<file path="config.mk">
export PLATFORM = sky130hd
export DESIGN_NAME = rvtu_div_sched
export DESIGN_NICKNAME = d
export VERILOG_FILES = /design/src/rtl/rvtu_div_sched.sv
export SDC_FILE = /design/constraint.sdc
export NUM_CORES = 1
export LEC_CHECK = 0
export ABC_AREA = 1
export BUFFER_PORTS_ARGS = -buffer_cell sky130_fd_sc_hd__buf_4
export CAP_MARGIN = 0
export CORE_ASPECT_RATIO = 1.75
export CORE_MARGIN = 5
export CORE_UTILIZATION = 40
export DETAILED_ROUTE_END_ITERATION = 10
export PLACE_DENSITY_LB_ADDON = 0.05
export SLEW_MARGIN = 10
export SYNTH_ARGS = -nofsm -noshare
export SYNTH_HDL_FRONTEND = slang
export SYNTH_SLANG_ARGS = --single-unit
</file>
<file path="constraint.sdc">
create_clock -name clk -period 9.5 [get_ports clk]
set_input_delay 1.9 -clock clk [delete_from_list [all_inputs] [get_ports clk]]
set_output_delay 1.9 -clock clk [all_outputs]
set_load 0.03 [all_outputs]
</file>
<file path="src/rtl/rvtu_div_sched.sv">
`default_nettype none
// ============================================================================
//  Module      : rvtu_div_sched
//  Description : Round-robin scheduler sharing one sequential divider among
//                NREQ lanes, with a one-entry memo for DIV/REM operand pairs.
//  Revision    : 1.0 - initial release
// ============================================================================
module rvtu_div_sched #(
    parameter int NREQ    = 4,
    parameter int MEMO_EN = 1
) (
    input  logic              clk,
    input  logic              rst,
    input  logic [NREQ-1:0]   req_valid,
    output logic [NREQ-1:0]   req_ready,
    input  logic [NREQ*32-1:0] req_src1,
    input  logic [NREQ*32-1:0] req_src2,
    input  logic [NREQ*2-1:0] req_fsel,
    output logic [NREQ-1:0]   resp_valid,
    output logic [31:0]       resp_data,
    output logic              div_start,
    output logic [32:0]       div_src1,
    output logic [32:0]       div_src2,
    input  logic              div_complete,
    input  logic              div0,
    input  logic [32:0]       div_quotient,
    input  logic [32:0]       div_rem,
    output logic              busy
);

    localparam int PTR_W = $clog2(NREQ);

    localparam logic [1:0] S_IDLE = 2'd0;
    localparam logic [1:0] S_RUN  = 2'd1;
    localparam logic [1:0] S_WAIT = 2'd2;
    localparam logic [1:0] S_RESP = 2'd3;

    logic [1:0]       r_state;
    logic [PTR_W-1:0] r_rr_ptr;
    logic [PTR_W-1:0] r_tag;
    logic [31:0]      r_src1;
    logic [31:0]      r_src2;
    logic [1:0]       r_fsel;
    logic             r_memo_valid;
    logic [31:0]      r_memo_a;
    logic [31:0]      r_memo_b;
    logic             r_memo_signed;
    logic [31:0]      r_memo_q;
    logic [31:0]      r_memo_r;

    logic             w_any;
    logic [PTR_W-1:0] w_grant;
    logic [PTR_W-1:0] w_next_ptr;
    logic [31:0]      w_src1;
    logic [31:0]      w_src2;
    logic [1:0]       w_fsel;
    logic             w_hit;
    logic             w_unused_bits;

    // Scanning a doubled request vector from rr_ptr gives the circular search
    // without any modulo on a variable index.
    always_comb begin
        w_any   = 1'b0;
        w_grant = '0;
        for (int i = 0; i < 2 * NREQ; i++) begin
            if (!w_any && (i >= int'(r_rr_ptr)) && req_valid[i % NREQ]) begin
                w_any   = 1'b1;
                w_grant = PTR_W'(i % NREQ);
            end
        end
    end

    always_comb begin
        w_src1 = '0;
        w_src2 = '0;
        w_fsel = '0;
        for (int i = 0; i < NREQ; i++) begin
            if (w_grant == PTR_W'(i)) begin
                w_src1 = req_src1[i*32 +: 32];
                w_src2 = req_src2[i*32 +: 32];
                w_fsel = req_fsel[i*2 +: 2];
            end
        end
    end

    assign w_next_ptr = (w_grant == PTR_W'(NREQ - 1)) ? '0 : w_grant + 1'b1;

    assign w_hit = (MEMO_EN != 0) && r_memo_valid &&
                   (w_src1 == r_memo_a) && (w_src2 == r_memo_b) &&
                   (r_memo_signed == ~w_fsel[0]);

    always_ff @(posedge clk) begin
        if (rst) begin
            r_state      <= S_IDLE;
            r_rr_ptr     <= '0;
            r_memo_valid <= 1'b0;
        end else begin
            case (r_state)
                S_IDLE: begin
                    if (w_any) begin
                        r_src1   <= w_src1;
                        r_src2   <= w_src2;
                        r_fsel   <= w_fsel;
                        r_tag    <= w_grant;
                        r_rr_ptr <= w_next_ptr;
                        r_state  <= w_hit ? S_RESP : S_RUN;
                    end
                end
                S_RUN: r_state <= S_WAIT;
                S_WAIT: begin
                    if (div_complete) begin
                        r_memo_q      <= div0 ? 32'hFFFF_FFFF : div_quotient[31:0];
                        r_memo_r      <= div_rem[31:0];
                        r_memo_a      <= r_src1;
                        r_memo_b      <= r_src2;
                        r_memo_signed <= ~r_fsel[0];
                        r_memo_valid  <= 1'b1;
                        r_state       <= S_RESP;
                    end
                end
                default: r_state <= S_IDLE;
            endcase
        end
    end

    // Bit 32 carries the sign only for signed ops, so the divider always sees
    // exact 33-bit two's-complement values and needs no overflow special case.
    assign div_src1 = {~r_fsel[0] & r_src1[31], r_src1};
    assign div_src2 = {~r_fsel[0] & r_src2[31], r_src2};

    always_comb begin
        for (int i = 0; i < NREQ; i++) begin
            req_ready[i]  = !rst && (r_state == S_IDLE) && w_any && (w_grant == PTR_W'(i));
            resp_valid[i] = !rst && (r_state == S_RESP) && (r_tag == PTR_W'(i));
        end
    end

    assign div_start = !rst && (r_state == S_RUN);
    assign busy      = !rst && (r_state != S_IDLE);
    assign resp_data = (!rst && (r_state == S_RESP)) ? (r_fsel[1] ? r_memo_r : r_memo_q) : 32'h0;

    assign w_unused_bits = ^{div_quotient[32], div_rem[32]};

endmodule
`default_nettype wire

</file>
==> tab_implementation.tex <==
\begin{tabular}{lr}
\hline
Metric & Value \\
\hline
\multicolumn{2}{l}{\textbf{Routing}} \\
\quad Final routed wire length divided by cell count & 18.8 um \\
\quad Number of detailed-route iterations in the first pass & 7 \\
\quad Post-detailed-route count of antenna-violating nets & 0 \\
\quad Average vias per placed instance & 4.86 \\
\quad WL final & 39900 um \\
\quad Number of DRC markers after the initial detailed-route iteration & 523 \\
\quad Total DRC errors in the routed layout & 0 \\
\quad Number of vias in the routed layout & 10300 \\
\multicolumn{2}{l}{\textbf{Clocking}} \\
\quad Cell at the root of the clock tree & clkbuf\_16 \\
\quad Clock-pin slew of the registers on the worst-case setup and hold paths & 0.06 ns \\
\quad TritonCTS clock tree & built \\
\quad Clock latency reported for the late side of the worst-skew pair & 0.49 ns \\
\quad Post-CTS setup buffer count & 0 \\
\quad Max H-tree Level & 1 \\
\quad Maximum number of buffers from clock root to sink & 3 \\
\quad Total clock buffers created by CTS & 20 \\
\quad Post-CTS Hold Buffers & 0 \\
\quad Post-cts resize count & 0 \\
\quad Clock sink total & 202 \\
\multicolumn{2}{l}{\textbf{Placement}} \\
\quad Placed cell area & 0.0146 mm\^{}2 \\
\quad Number of port buffers & 443 \\
\quad Post-DP HPWL & 29700 um \\
\quad Routability cong. & 0.844 \\
\multicolumn{2}{l}{\textbf{Floorplan}} \\
\quad Die width & 135 um \\
\quad FP Rows & 80 \\
\quad Die outline height & 229 um \\
\quad I/O pin total & 446 \\
\quad Core Box Area & 0.0271 mm\^{}2 \\
\quad Starting density of the core & 40.4\% \\
\quad Die ar. & 0.0310 mm\^{}2 \\
\multicolumn{2}{l}{\textbf{Yosys}} \\
\quad Number of distinct library cells after synthesis & 29 \\
\quad Yosys Warn Count & 0 \\
\quad Sequential area share after synthesis & 54.8\% \\
\quad Number of cells produced by synthesis & 1323 \\
\quad Post-synthesis net count & 1670 \\
\quad Mapped cell area & 0.0110 mm\^{}2 \\
\quad Post-synthesis average cell area & 8.29 um\^{}2 \\
\quad Register bit total from synthesis & 202 \\
\multicolumn{2}{l}{\textbf{Setup path}} \\
\quad Family with the most delay on the worst path & buffers and inverters \\
\quad Logic depth of the worst setup path including buffers & 13 \\
\quad Endpoint of the lowest-slack register-to-register path & r\_state[1] \\
\quad Worst EP arrival & 4.40 ns \\
\quad Required time at the endpoint of the critical path & 7.60 ns \\
\quad Count of buffering cells on the critical path with inverters included & 6 \\
\quad Worst setup EP type & output port \\
\quad Critical path startpoint category & input port \\
\quad Critical path type & in2out \\
\quad Ordered list of cells on the worst path & buf\_4, inv\_1, a21oi\_1, nor3\_1, nand2\_1, nor2\_1, inv\_1, o21ai\_0, inv\_1, ha\_2, inv\_4, nor2\_1, buf\_4 \\
\quad Register-to-register path setup slack & 5.21 ns \\
\quad Reg2Reg Depth & 28 \\
\quad Reg-to-Reg Start & r\_rr\_ptr[1] \\
\quad Critical-path maximum fanout & 63 \\
\quad Crit path largest cell delay & 0.52 ns \\
\quad Worst-path cell with the longest stage delay & inv\_4 \\
\quad Cell occurring most often along the worst timing path & inv\_1 \\
\multicolumn{2}{l}{\textbf{Power}} \\
\quad Leakage power & 7.28 nW \\
\quad Internal power summed over all cells & 2.37 mW \\
\quad Power Density & 274 mW/mm\^{}2 \\
\quad Net switching power & 1.81 mW \\
\quad Peak ir drop on the vdd network & 0.203 mV \\
\quad Comb power frac & 48.4\% \\
\quad Portion of total power attributed to sequential cells & 32.2\% \\
\quad Sw Ratio & 43.3\% \\
\quad Clock network power share & 19.4\% \\
\multicolumn{2}{l}{\textbf{GRT}} \\
\quad Via count of the first global-routing pass & 10200 \\
\quad Met1 Usage GRT & 27.6\% \\
\quad GRT Residual Overflow & 0 \\
\quad Antenna violations before repair & 5 \\
\quad Global-route wire length before repair & 58000 um \\
\quad Fraction of met3 tracks used by global routing & 5.49\% \\
\quad Maximum number of pins on one net before global-route repair & 69 \\
\quad Routing layer with the top usage in global route & met2 \\
\quad Total routing resource utilization after global routing & 24.5\% \\
\quad Global Route met2 Usage & 44.0\% \\
\multicolumn{2}{l}{\textbf{Run}} \\
\quad Count of maximum capacitance violations & 0 \\
\multicolumn{2}{l}{\textbf{Hold path}} \\
\quad Origin of the worst min-delay path & r\_src2[13] \\
\quad WHS Endpoint & r\_memo\_b[13] \\
\quad Instance count along the most critical hold path & 0 \\
\quad Worst hold-check path type & reg2reg \\
\multicolumn{2}{l}{\textbf{Cells and area}} \\
\quad Total number of nets in the final design & 2085 \\
\quad Post-Layout Inst Area & 0.0152 mm\^{}2 \\
\quad Fraction of final layout cells with drive strength greater than 1 & 31.7\% \\
\quad Synth-to-layout area growth & 38.7\% \\
\multicolumn{2}{l}{\textbf{Timing}} \\
\quad Actual slew at the worst max-slew pin & 1.12 ns \\
\quad Count of pins over their slew limit & 0 \\
\quad Final period utilization & 66.3\% \\
\quad Number of failing hold endpoints at the final stage & 0 \\
\quad Fin crit period & 6.30 ns \\
\quad Total of endpoints with negative setup slack in the final report & 0 \\
\quad Unrepaired setup endpoints after global routing & no \\
\quad Fmax achieved & 159 MHz \\
\quad Final setup skew & 0.0126 ns \\
\quad Worst rel slew slack & 25.1\% \\
\quad Total Negative Setup Slacks & 0 ns \\
\multicolumn{2}{l}{\textbf{Status}} \\
\quad Outcome & finished clean \\
\hline
\end{tabular}
## cells in the mapped netlist
master / count / share of area (%)
a21oi_1: 104 / 4.7
o31ai_1: 1 / 0.068
inv_1: 123 / 4.2
edfxtp_1: 197 / 54
o21bai_1: 1 / 0.068
ha_1: 9 / 1.0
o211ai_1: 18 / 1.2
buf_2: 28 / 1.3
nand3_1: 71 / 3.2
nand3b_1: 16 / 1.1
buf_6: 2 / 0.21
o21ai_0: 11 / 0.50
or2_2: 61 / 3.5
a211oi_1: 1 / 0.068
clkbuf_1: 21 / 0.72
nor3_1: 5 / 0.23
nand2_1: 508 / 17
inv_4: 1 / 0.057
o22ai_1: 1 / 0.057
inv_2: 4 / 0.14
a221oi_1: 1 / 0.080
buf_4: 11 / 0.75
nor2_1: 109 / 3.7
a21boi_1: 1 / 0.068
or2_1: 5 / 0.29
nand4_1: 3 / 0.17
dfxtp_1: 5 / 0.91
xnor2_1: 1 / 0.080
o21ai_1: 4 / 0.18
## state kept, by name (all words and copies together) (netlist names)
register	count
r_memo_a	32
r_fsel	2
r_memo_valid	1
r_state	2
r_src2	32
r_src1	32
r_memo_q	32
r_tag	2
r_memo_signed	1
r_rr_ptr	2
r_memo_b	32
r_memo_r	32
## stage by stage
step	instances	worst slack (ns)	hold slack (ns)	total power, mW	util [%]
floorplan	1323	1.43	0.429	2.66	-
global placement	2085	3.30	0.434	3.36	53.6
detailed placement	2085	3.20	0.436	3.39	53.6
CTS	2121	3.19	0.453	4.22	56.1
global route	2124	2.84	0.461	4.46	56.1
finish	2124	3.20	0.450	4.17	56.1
## per-layer routing
layer	up-vias	routed length [um]
met3	62	3020
met1	4733	14700
met5	-	27
li1	5122	-
met4	4	1570
met2	392	20500
## cells in the final DEF (no fill, tap or decap), types with 2 or more instances in the layout
cell type  netlist  layout
dfxtp_1          5       5
clkbuf_16        0      21
nor2_1         109     107
nand4_1          3       3
nand2_1        508     508
clkbuf_1        21       5
ha_2             0       3
a21oi_1        104     104
nor3_1           5       5
nand3_1         71      71
bufinv_16        0       2
buf_4           11     455
clkinv_2         0       3
clkinv_1         0       4
clkbuf_8         0       2
or2_1            5       5
inv_2            4       4
o211ai_1        18      18
diode_2          0       3
o21ai_1          4       4
edfxtp_1       197     197
o21ai_0         11      11
or2_2           61      61
inv_1          123     122
ha_1             9       5
nand3b_1        16      16
## power groups by stage
stage | Clock, mW | Combinational [mW] | Sequential, mW
6_report | 0.808 | 2.02 | 1.34
2_1_floorplan | 0 | 1.11 | 1.55
3_3_place_gp | 0 | 2.01 | 1.36
3_5_place_dp | 0 | 2.03 | 1.36
4_1_cts | 0.833 | 2.04 | 1.35
5_1_grt | 0.866 | 2.24 | 1.36
## cell families (layout without fill, tap and decap cells)
family / count (synthesis) / count (layout) / synth area share (%)
adder cells (fa/ha/maj): 9 / 9 / 1.03
other: 0 / 3 / 0
AO/OA/AOI/OAI: 143 / 143 / 7.07
XOR/XNOR: 1 / 1 / 0.0799
AND/OR/NAND/NOR: 778 / 778 / 29.6
flip-flops: 202 / 202 / 54.8
buffers and inverters: 190 / 619 / 7.36
## worst max-delay path by stage
stage	slack, ns	end	from
after floorplan	1.43	r_memo_a[0]	rst
after detailed placement	3.20	req_ready[1]	req_valid[2]
after global placement	3.30	req_ready[1]	req_valid[2]
after CTS	3.19	req_ready[1]	req_valid[2]
after global routing	2.84	req_ready[1]	req_valid[2]
final	3.20	req_ready[1]	req_valid[2]
## cell type report
| class | count | area [um^2] |
|---|---|---|
| tap | 369 | 462 |
| sequential | 202 | 6020 |
| inverter | 128 | 484 |
| clock inverter | 8 | 85.1 |
| antenna | 3 | 7.51 |
| clock buffer | 28 | 572 |
| fill | 2609 | 11900 |
| timing repair buffer | 455 | 3420 |
| multi-input combinational | 931 | 4180 |
(Power assumes the default switching activity.)
